**src/rtl/rotate_pkg.sv**
```systemverilog
// rotate_pkg: shared definitions for the rho-step lane rotate unit.
//   rot_state_e  control FSM state encoding
//   RHO_OFFS     Keccak rho offsets indexed by lane i = x + 5*y
//   rho_offset() table lookup that tolerates out-of-table indices
//   rot_cycles() rotate cycles needed for offset o with a coarse step
package rotate_pkg;

  typedef enum logic [2:0] {
    ST_IDLE,
    ST_READ,
    ST_LOAD,
    ST_ROT,
    ST_WRITE,
    ST_DONE
  } rot_state_e;

  localparam int unsigned RHO_N = 25;

  localparam logic [5:0] RHO_OFFS [RHO_N] = '{
    6'd0,  6'd1,  6'd62, 6'd28, 6'd27,
    6'd36, 6'd44, 6'd6,  6'd55, 6'd20,
    6'd3,  6'd10, 6'd43, 6'd25, 6'd39,
    6'd41, 6'd45, 6'd15, 6'd21, 6'd8,
    6'd18, 6'd2,  6'd61, 6'd56, 6'd14
  };

  // Indices outside the table (possible with a wide lane address) map to 0.
  function automatic logic [5:0] rho_offset(input int unsigned idx);
    logic [5:0] r;
    r = '0;
    for (int unsigned k = 0; k < RHO_N; k++) begin
      if (k == idx) r = RHO_OFFS[k];
    end
    return r;
  endfunction

  function automatic int unsigned rot_cycles(input int unsigned o, input int unsigned step);
    return (o / step) + (o % step);
  endfunction

endpackage

```
**src/rtl/rotate_lanes_cu.sv**
```systemverilog
// rotate_lanes_cu: control unit for the lane rotate pass.
//   clk, reset        clock, asynchronous active-low reset
//   i_start, i_inv    pass request and direction (direction latched at start)
//   i_offs            current lane's offset, already reduced mod W
//   o_ready, o_done   idle indication, one-cycle completion pulse
//   o_mem_rd/o_mem_wr lane RAM strobes
//   o_lane            lane index (RAM address)
//   o_load, o_rot     datapath commands: capture read data / rotate one step
//   o_coarse          rotate by STEP this cycle (else by 1)
//   o_inv             latched direction, 1 = right rotate
module rotate_lanes_cu
  import rotate_pkg::*;
#(
  parameter  int W     = 64,
  parameter  int STEP  = 8,
  parameter  int LANES = 25,
  parameter  int AW    = 5,
  localparam int CW    = $clog2(W)
) (
  input  logic          clk,
  input  logic          reset,
  input  logic          i_start,
  input  logic          i_inv,
  input  logic [CW-1:0] i_offs,
  output logic          o_ready,
  output logic          o_done,
  output logic          o_mem_rd,
  output logic          o_mem_wr,
  output logic [AW-1:0] o_lane,
  output logic          o_load,
  output logic          o_rot,
  output logic          o_coarse,
  output logic          o_inv
);

  // STEP may equal W, so the coarse threshold needs one extra bit; the
  // truncated STEP_C is only subtracted when remaining >= STEP, which
  // cannot happen when STEP == W.
  localparam logic [CW:0]   STEP_W = (CW+1)'(STEP);
  localparam logic [CW-1:0] STEP_C = CW'(STEP);
  localparam logic [AW-1:0] LAST   = AW'(LANES - 1);

  rot_state_e    r_state, w_state_nxt;
  logic [AW-1:0] r_lane,  w_lane_nxt;
  logic [CW-1:0] r_rem,   w_rem_nxt;
  logic          r_inv,   w_inv_nxt;
  logic          w_coarse;

  assign w_coarse = ({1'b0, r_rem} >= STEP_W);

  always_ff @(posedge clk or negedge reset) begin
    if (!reset) begin
      r_state <= ST_IDLE;
      r_lane  <= '0;
      r_rem   <= '0;
      r_inv   <= 1'b0;
    end else begin
      r_state <= w_state_nxt;
      r_lane  <= w_lane_nxt;
      r_rem   <= w_rem_nxt;
      r_inv   <= w_inv_nxt;
    end
  end

  always_comb begin
    w_state_nxt = r_state;
    w_lane_nxt  = r_lane;
    w_rem_nxt   = r_rem;
    w_inv_nxt   = r_inv;
    o_ready     = 1'b0;
    o_done      = 1'b0;
    o_mem_rd    = 1'b0;
    o_mem_wr    = 1'b0;
    o_load      = 1'b0;
    o_rot       = 1'b0;
    o_coarse    = 1'b0;

    case (r_state)
      ST_IDLE: begin
        o_ready = 1'b1;
        if (i_start) begin
          w_inv_nxt   = i_inv;
          w_lane_nxt  = '0;
          w_state_nxt = ST_READ;
        end
      end
      ST_READ: begin
        o_mem_rd    = 1'b1;
        w_state_nxt = ST_LOAD;
      end
      ST_LOAD: begin
        o_load      = 1'b1;
        w_rem_nxt   = i_offs;
        w_state_nxt = (i_offs == '0) ? ST_WRITE : ST_ROT;
      end
      ST_ROT: begin
        o_rot     = 1'b1;
        o_coarse  = w_coarse;
        w_rem_nxt = w_coarse ? (r_rem - STEP_C) : (r_rem - CW'(1));
        if (w_rem_nxt == '0) w_state_nxt = ST_WRITE;
      end
      ST_WRITE: begin
        o_mem_wr = 1'b1;
        // The index holds at the last lane rather than wrapping past LANES-1;
        // it is cleared again when the next pass starts.
        if (r_lane == LAST) begin
          w_state_nxt = ST_DONE;
        end else begin
          w_lane_nxt  = r_lane + AW'(1);
          w_state_nxt = ST_READ;
        end
      end
      ST_DONE: begin
        o_done      = 1'b1;
        w_state_nxt = ST_IDLE;
      end
      default: w_state_nxt = ST_IDLE;
    endcase
  end

  assign o_lane = r_lane;
  assign o_inv  = r_inv;

endmodule

```
**src/rtl/rotate_lanes_dp.sv**
```systemverilog
// rotate_lanes_dp: datapath for the lane rotate pass.
//   clk, reset   clock, asynchronous active-low reset
//   i_lane       lane index, selects the rho offset
//   i_load       capture i_rdata into the shift register
//   i_rot        rotate the shift register this cycle
//   i_coarse     rotate by STEP (else by 1)
//   i_inv        0 = rotate left, 1 = rotate right
//   i_rdata      lane data from RAM
//   o_offs       rho offset for i_lane reduced mod W
//   o_wdata      shift register contents (rotated lane)
module rotate_lanes_dp
  import rotate_pkg::*;
#(
  parameter  int W    = 64,
  parameter  int STEP = 8,
  parameter  int AW   = 5,
  localparam int CW   = $clog2(W)
) (
  input  logic          clk,
  input  logic          reset,
  input  logic [AW-1:0] i_lane,
  input  logic          i_load,
  input  logic          i_rot,
  input  logic          i_coarse,
  input  logic          i_inv,
  input  logic [W-1:0]  i_rdata,
  output logic [CW-1:0] o_offs,
  output logic [W-1:0]  o_wdata
);

  // W is a power of two, so mod W is a mask of the low log2(W) bits.
  localparam logic [5:0] RHO_MASK = 6'(W - 1);

  logic [5:0]   w_rho;
  logic [W-1:0] r_shift, w_shift_nxt;

  // A rotate by W degenerates to (x << W) | (x >> 0) = x, so STEP == W is safe.
  function automatic logic [W-1:0] rotl(input logic [W-1:0] x, input int unsigned k);
    return (x << k) | (x >> (W - k));
  endfunction

  function automatic logic [W-1:0] rotr(input logic [W-1:0] x, input int unsigned k);
    return (x >> k) | (x << (W - k));
  endfunction

  assign w_rho  = rho_offset(32'(i_lane));
  assign o_offs = CW'(w_rho & RHO_MASK);

  always_comb begin
    w_shift_nxt = r_shift;
    if (i_load) begin
      w_shift_nxt = i_rdata;
    end else if (i_rot) begin
      case ({i_inv, i_coarse})
        2'b00:   w_shift_nxt = rotl(r_shift, 1);
        2'b01:   w_shift_nxt = rotl(r_shift, STEP);
        2'b10:   w_shift_nxt = rotr(r_shift, 1);
        default: w_shift_nxt = rotr(r_shift, STEP);
      endcase
    end
  end

  always_ff @(posedge clk or negedge reset) begin
    if (!reset) r_shift <= '0;
    else        r_shift <= w_shift_nxt;
  end

  assign o_wdata = r_shift;

endmodule

```
**src/rtl/rotate_lanes.sv**
```systemverilog
// rotate_lanes: walks lanes 0..LANES-1 of the lane RAM, rotating each lane in
// place by its rho offset (mod W), left or right, STEP bits per cycle.
//   clk, reset         clock, asynchronous active-low reset
//   start, inv         begin a pass (while ready), direction (1 = right)
//   ready, done        idle, one-cycle completion pulse
//   mem_rd, mem_wr     lane RAM strobes (never both high)
//   mem_addr           lane index for read or write
//   mem_wdata          rotated lane
//   mem_rdata          lane data, valid the cycle after mem_rd
module rotate_lanes
  import rotate_pkg::*;
#(
  parameter int W     = 64,
  parameter int STEP  = 8,
  parameter int LANES = 25,
  parameter int AW    = 5
) (
  input  logic          clk,
  input  logic          reset,
  input  logic          start,
  input  logic          inv,
  output logic          ready,
  output logic          done,
  output logic          mem_rd,
  output logic          mem_wr,
  output logic [AW-1:0] mem_addr,
  output logic [W-1:0]  mem_wdata,
  input  logic [W-1:0]  mem_rdata
);

  localparam int CW = $clog2(W);

  logic [CW-1:0] w_offs;
  logic          w_load;
  logic          w_rot;
  logic          w_coarse;
  logic          w_inv;

  rotate_lanes_cu #(
    .W     (W),
    .STEP  (STEP),
    .LANES (LANES),
    .AW    (AW)
  ) u_cu (
    .clk      (clk),
    .reset    (reset),
    .i_start  (start),
    .i_inv    (inv),
    .i_offs   (w_offs),
    .o_ready  (ready),
    .o_done   (done),
    .o_mem_rd (mem_rd),
    .o_mem_wr (mem_wr),
    .o_lane   (mem_addr),
    .o_load   (w_load),
    .o_rot    (w_rot),
    .o_coarse (w_coarse),
    .o_inv    (w_inv)
  );

  rotate_lanes_dp #(
    .W    (W),
    .STEP (STEP),
    .AW   (AW)
  ) u_dp (
    .clk      (clk),
    .reset    (reset),
    .i_lane   (mem_addr),
    .i_load   (w_load),
    .i_rot    (w_rot),
    .i_coarse (w_coarse),
    .i_inv    (w_inv),
    .i_rdata  (mem_rdata),
    .o_offs   (w_offs),
    .o_wdata  (mem_wdata)
  );

endmodule
```
**config.mk**
```make
export PLATFORM = sky130hd
export DESIGN_NAME = rotate_lanes
export DESIGN_NICKNAME = d
export VERILOG_FILES = /design/src/rtl/rotate_pkg.sv /design/src/rtl/rotate_lanes_cu.sv /design/src/rtl/rotate_lanes_dp.sv /design/src/rtl/rotate_lanes.sv
export SDC_FILE = /design/constraint.sdc
export NUM_CORES = 1
export LEC_CHECK = 0
export CAP_MARGIN = 20
export CORE_ASPECT_RATIO = 1.5
export CORE_MARGIN = 2
export CORE_UTILIZATION = 51
export CTS_CLUSTER_DIAMETER = 80
export DETAILED_ROUTE_END_ITERATION = 10
export PLACE_DENSITY_LB_ADDON = 0.15
export RECOVER_POWER = 25
export SETUP_SLACK_MARGIN = 0.15
export SYNTH_ARGS = -nofsm -noshare
export SYNTH_HDL_FRONTEND = slang
export SYNTH_SLANG_ARGS = --single-unit
```
**constraint.sdc**
```tcl
create_clock -name clk -period 3.55 [get_ports clk]
set_input_delay 0.71 -clock clk [delete_from_list [all_inputs] [get_ports clk]]
set_output_delay 0.71 -clock clk [all_outputs]
set_load 0.03 [all_outputs]
```
# After elaboration in Yosys (flattened, before gate mapping)
# Cells that the tools add are included.
# totals
register_bits,79
latchBits,0
mem_bits_rw,0
rom_bits,0
in_bits,68
wordCells,102
n_memories,0
# classes
n_addsub,3
n_mul,0
div_mod_pow,0
magnitude_cmp,1
n_eq_ne,35
shifts,0
muxes,44
bitwise_logic,4
n_reduce_logical,10
# ops
op,n
$pmux 64 s3,1
$mux 6,24
$mux 64,2
$or 56x64->64,1
$or 63x64->64,1
$or 64x1->64,1
$or 64x8->64,1
$eq 5x5->1 const A,9
$eq 4x5->1 const A,8
$eq 3x5->1 const A,4
$pmux 3 s5,1
$logic_not 6->1,2
$mux 3,4
$pmux 6 s2,1
$eq 2x5->1 const A,2
$mux 5,2
$pmux 5 s2,1
$mux 1,8
$eq 3x2->1 const B,2
$eq 3x3->1 const B,2
$ge 6x4->1 const B,1
$reduce_bool 2->1,3
$sub 6x1->6 const B,1
$sub 6x4->6 const B,1
12 further kinds,14

# Depth between registers and ports, before layout
# depth
word_depth,28
mapped_depth,10
mapped_depth_nobuf,9

# Cells and area by module
# Synthesis repeated with hierarchy kept, for this count alone.
# unflattened
hier_cells,526
area_unflattened_um2,5848.1
# modules_own_cells
module,instances,cells_each,area_each_um2,seq_area_each_um2
rotate_lanes_dp,1,412,4807.1,1601.5
rotate_lanes_cu,1,114,1041.0,375.4

# Least setup slack after synthesis
# Ideal clock, no wire load.
# synth_timing
path_kind,register to register
startpoint,reg u_cu.r_lane[0] (netlist: u_cu.o_lane[0])
endpoint,reg u_cu.r_state[0]
setup_ps,124
arrival_ps,2497
t_required_ps,3426
setup_slack_ps,929
path_stages_with_launch,11
path_buffers,1
synth_period_minus_slack_ps,2621
path_cell_list,dfrtp_1 -> ha_1 -> clkbuf_1 -> and3_1 -> ha_1 -> inv_1 -> o211ai_1 -> or3_1 -> a31oi_1 -> a21boi_0 -> a211o_1
# synth_via
elab_chain_cells,28
elab_cells_between_ends,51
# synth_lines
element,line_no,text
"start, declared",rotate_lanes_cu.sv:44,"logic [AW-1:0] r_lane, w_lane_nxt;"
"start signal, assigned",rotate_lanes_cu.sv:59,r_lane <= w_lane_nxt;
$eq 1x5->1,rotate_pkg.sv:32,if (k == idx) r = RHO_OFFS[k];
$mux 1,rotate_pkg.sv:32,
$mux 6 (22 in a row),rotate_pkg.sv:32,
$mux 6 *,rotate_pkg.sv:32,
$logic_not 6->1 *,rotate_lanes_cu.sv:94,w_state_nxt = (i_offs == '0) ? ST_WRITE : ST_ROT;
$mux 3 *,rotate_lanes_cu.sv:94,
$pmux 3 s5 *,rotate_lanes_cu.sv:78,case (r_state)
"end signal, assigned",rotate_lanes_cu.sv:58,r_state <= w_state_nxt;
"end, declared",rotate_lanes_cu.sv:43,"rot_state_e r_state, w_state_nxt;"
# Every way passes the cells marked *; elsewhere a longest branch is shown, timed or not.
# A chain may end at the register's enable or synchronous reset.

# Final worst setup path
# layout_timing
startpoint,reg u_cu.r_state[0]
endpoint,out mem_wr
# layout_via
elab_chain_cells,2
# layout_lines
element,line_no,text
$eq 3x3->1,rotate_lanes_cu.sv:78,
$mux 1,rotate_lanes_cu.sv:78,
"end, declared",rotate_lanes.sv:25,"output logic mem_wr,"
# No other way between the ends.

==> flow_metrics.env <==
export IMPL_synth_compound_area_frac=0.1336
export IMPL_maxSlewHeadroom=-0.1078
export IMPL_finalClockSkew_ns=0.007847
export IMPL_timing_critical_path_fanout_max=19
export IMPL_routed_via_density=6.393
export IMPL_path_clk_slew_ns=0.06
export IMPL_critical_path_n_buffers_inverters=1
export IMPL_crit_path_end_kind="primary output"
export IMPL_routed_wire_length_per_instance_um=23.15
export IMPL_tightestPinTransition_ns=1.662
export IMPL_ff2ff_setup_slack_ns=0.76
export IMPL_synth_simple_area_share=0.1173
export IMPL_floorplan_rows=48
export IMPL_antenna_violations_before_repair=0
export IMPL_yosys_area_share_xor_xnor=0.005853
export IMPL_worst_slack_after_detailed_placement_ns=0.7513
export IMPL_detailedRoute_firstIterationViolations=443
export IMPL_min_delay_worst_endpoint="u_cu.r_rem[1]"
export IMPL_syn_avg_cell_area_um2=10.56
export IMPL_synthesis_nets=643
export IMPL_dp_cells=818
export IMPL_routed_via_count=5338
export IMPL_fin_util=0.6800
export IMPL_synthesis_yosys_warnings=0
export IMPL_synth_edff_count=0
export IMPL_yosysSeqAreaShare=0.3303
export IMPL_die_height_um=136.7
export IMPL_ys_ff_latch=79
export IMPL_timing_final_crit_period_ns=2.844
export IMPL_antenna_cells=0
export IMPL_setup_total_negative_slack_ns=0
export IMPL_crit_chain="nor2_1, and2_1, clkdlybuf4s50_1"
export IMPL_grt_start_max_net_pins=125
export IMPL_yosysTopAreaCell="dfrtp_1"
export IMPL_synthTopCellsByCount="nand2_1, dfrtp_1, o21ai_0"
export IMPL_main_combinational_cell_family_by_area_after_synthesis="multiplexers"
export IMPL_floorplan_die_width_um=92.46
export IMPL_hold_path_class="register to register"
export IMPL_drv_max_cap_violation_count=1
export IMPL_fmaxAchievable_mhz=351.6
export IMPL_floorplan_core_area_um2=11470
export IMPL_yosysMostFrequentCell="nand2_1"
export IMPL_category_of_the_worst_setup_path_launch_point="register"
export IMPL_cts_buffers_inserted=9
export IMPL_groute_usage_overall=0.3158
export IMPL_number_of_endpoints_with_negative_hold_slack_in_the_final_report=0
export IMPL_rsz0062_at_grt="false"
export IMPL_port_buffers=140
export IMPL_floorplan_die_area_um2=12640
export IMPL_drt_wl_total_mm=19.33
export IMPL_yosys_mux_area_fraction=0.3491
export IMPL_critPathMaxStageDelay_ns=0.73
export IMPL_final_max_slew_violation_count=63
export IMPL_initial_core_util=0.5218
export IMPL_irDropWorstVdd_v=0.0001765
export IMPL_post_dp_hpwl_mm=13.73
export IMPL_worst_skew_pair_late_latency_ns=0.34
export IMPL_global_route_usage_met2=0.5624
export IMPL_ios=141
export IMPL_grt_busiest_layer="met2"
export IMPL_synth_top_area_share=0.3303
export IMPL_power_density_nw_per_um2=307.9
export IMPL_synth_area_top_cells="dfrtp_1, mux4_2, mux2i_1"
export IMPL_clock_path_buffers=2
export IMPL_timing_critical_path_required_ns=2.84
export IMPL_setup_violations_final=0
export IMPL_number_of_clock_sinks=79
export IMPL_gp_congestion=0.9472
export IMPL_groute_layer_met3_usage=0.04240
export IMPL_cts_htree_levels=3
export IMPL_reg2regPathDepth=8
export IMPL_synth_main_ff_cell="dfrtp_1"
export IMPL_drive_above_1_share=0.1416
export IMPL_grt_pass1_wl_mm=29.93
export IMPL_worst_hold_slack_ns=0.5529
export IMPL_start_of_the_worst_register_to_register_path="u_cu.o_lane[2]"
export IMPL_grt_pass1_vias=5281
export IMPL_antenna_left=0
export IMPL_postSynthCellCount=567
export IMPL_detail_route_first_pass_iterations=5
export IMPL_post_synth_instance_area_um2=5986
export IMPL_timing_critical_path_arrival_ns=2.13
export IMPL_synthAdderAreaFrac=0.01672
export IMPL_final_net_count=756
export IMPL_area_growth_syn_to_layout_pct=30.31
export IMPL_timing_rr_end="u_cu.r_state[0]"
export IMPL_crit_family="buffers and inverters"
export IMPL_clockRootBuffer="clkbuf_16"
export IMPL_finalNonFillerCells=835
export IMPL_globalRouteMet1Util=0.3860
export IMPL_cts_tree="yes"
export IMPL_global_route_overflow_total=0
export IMPL_failing_checks="max-capacitance violations, max-slew violations"
export IMPL_final_worst_path_period_share=0.8012
export IMPL_postcts_resize_cnt=0
export IMPL_setup_ws_ns=0.7057
export IMPL_crit_type="register to primary output"
export IMPL_power_leakage_nw=3.213
export IMPL_slowest_stage="clkdlybuf4s50_1"
export IMPL_worstHoldPathCells=1
export IMPL_synth_lib_cells_used_distinct=61
export IMPL_min_from="u_cu.r_rem[1]"
export IMPL_async_flop_share=1.000
export IMPL_postCtsSetupRepairBufs=0
export IMPL_cts_hold_repair_buffers=0
export IMPL_outcome="finished, violations left"
export IMPL_detail_route_drc_violations=0
registers in the layout, indices dropped and copies added (netlist names):
name / flops
u_dp.o_wdata: 64
u_cu.r_rem: 6
u_cu.o_lane: 5
u_cu.r_state: 3
u_cu.o_inv: 1
logic make-up after synthesis:
family,count (synthesis)
flops,79
mux,128
buf+inv,63
xor+xnor,4
compound gates,134
fa+ha+maj,8
simple gates,151
worst max-delay path by stage:
stage / to / from / slack [ns] / cells after the start
2_1_floorplan: u_cu.r_state[0] / u_cu.o_lane[0] / 0.93 / 10
3_3_place_gp: u_cu.r_state[0] / u_cu.o_lane[2] / 0.81 / 8
3_5_place_dp: u_dp.o_wdata[56] / u_cu.r_state[0] / 0.75 / 6
4_1_cts: mem_wr / u_cu.r_state[0] / 0.70 / 3
5_1_grt: u_cu.r_state[0] / u_cu.o_lane[1] / 0.53 / 8
6_report: mem_wr / u_cu.r_state[0] / 0.71 / 3
worst register-to-register path: stages, from the launching register on:
cell and delay, ns:
dfrtp_1 0.66, and3_1 0.34, ha_1 0.21, inv_1 0.08
o211ai_1 0.15, or3_1 0.45, a31oi_1 0.32, a21boi_0 0.17
a211o_1 0.30
area by class of cell:
class,count,area (um^2)
multi-input cells,425,3740
well taps,150,187.7
fillers,862,3671
clock inverters,6,92.59
inverters,12,45.04
flip-flops and latches,79,1982
clock buffers,10,239.0
repair buffers,153,1514
stage by stage:
step | total power, mW | instance area, um^2
global placement | 1.379 | 7443
CTS | 2.417 | 7775
floorplan | 1.158 | 5986
detailed placement | 1.385 | 7443
finish | 2.402 | 7800
global route | 2.476 | 7800
metal layers:
layer | wire [um] | up-vias
met1 | 6929 | 2643
li1 | - | 2377
met2 | 10500 | 278
met5 | 0 | -
met4 | 627 | 0
met3 | 1275 | 40
report_power, final:
group | switching (mW) | internal (mW)
clock network | 0.391 | 0.640
registers | 0.0807 | 0.937
logic | 0.158 | 0.196
cells in the final DEF (no fill, tap or decap), types with 5 or more instances in the layout:
cell,netlist,layout
o21ai_0,67,67
mux4_1,5,5
ha_1,8,8
nor2_1,17,17
a31oi_1,6,6
dfrtp_1,79,77
inv_1,12,12
nor3_1,7,7
nand2_1,83,83
clkbuf_16,0,9
nor2b_1,6,6
buf_4,3,12
mux2i_1,64,64
o21ai_1,11,11
nand3_1,9,9
clkdlybuf4s50_1,0,139
a21oi_1,13,13
o211ai_1,6,6
nand2b_1,8,7
mux4_2,58,58
(Power assumes the default switching activity.)
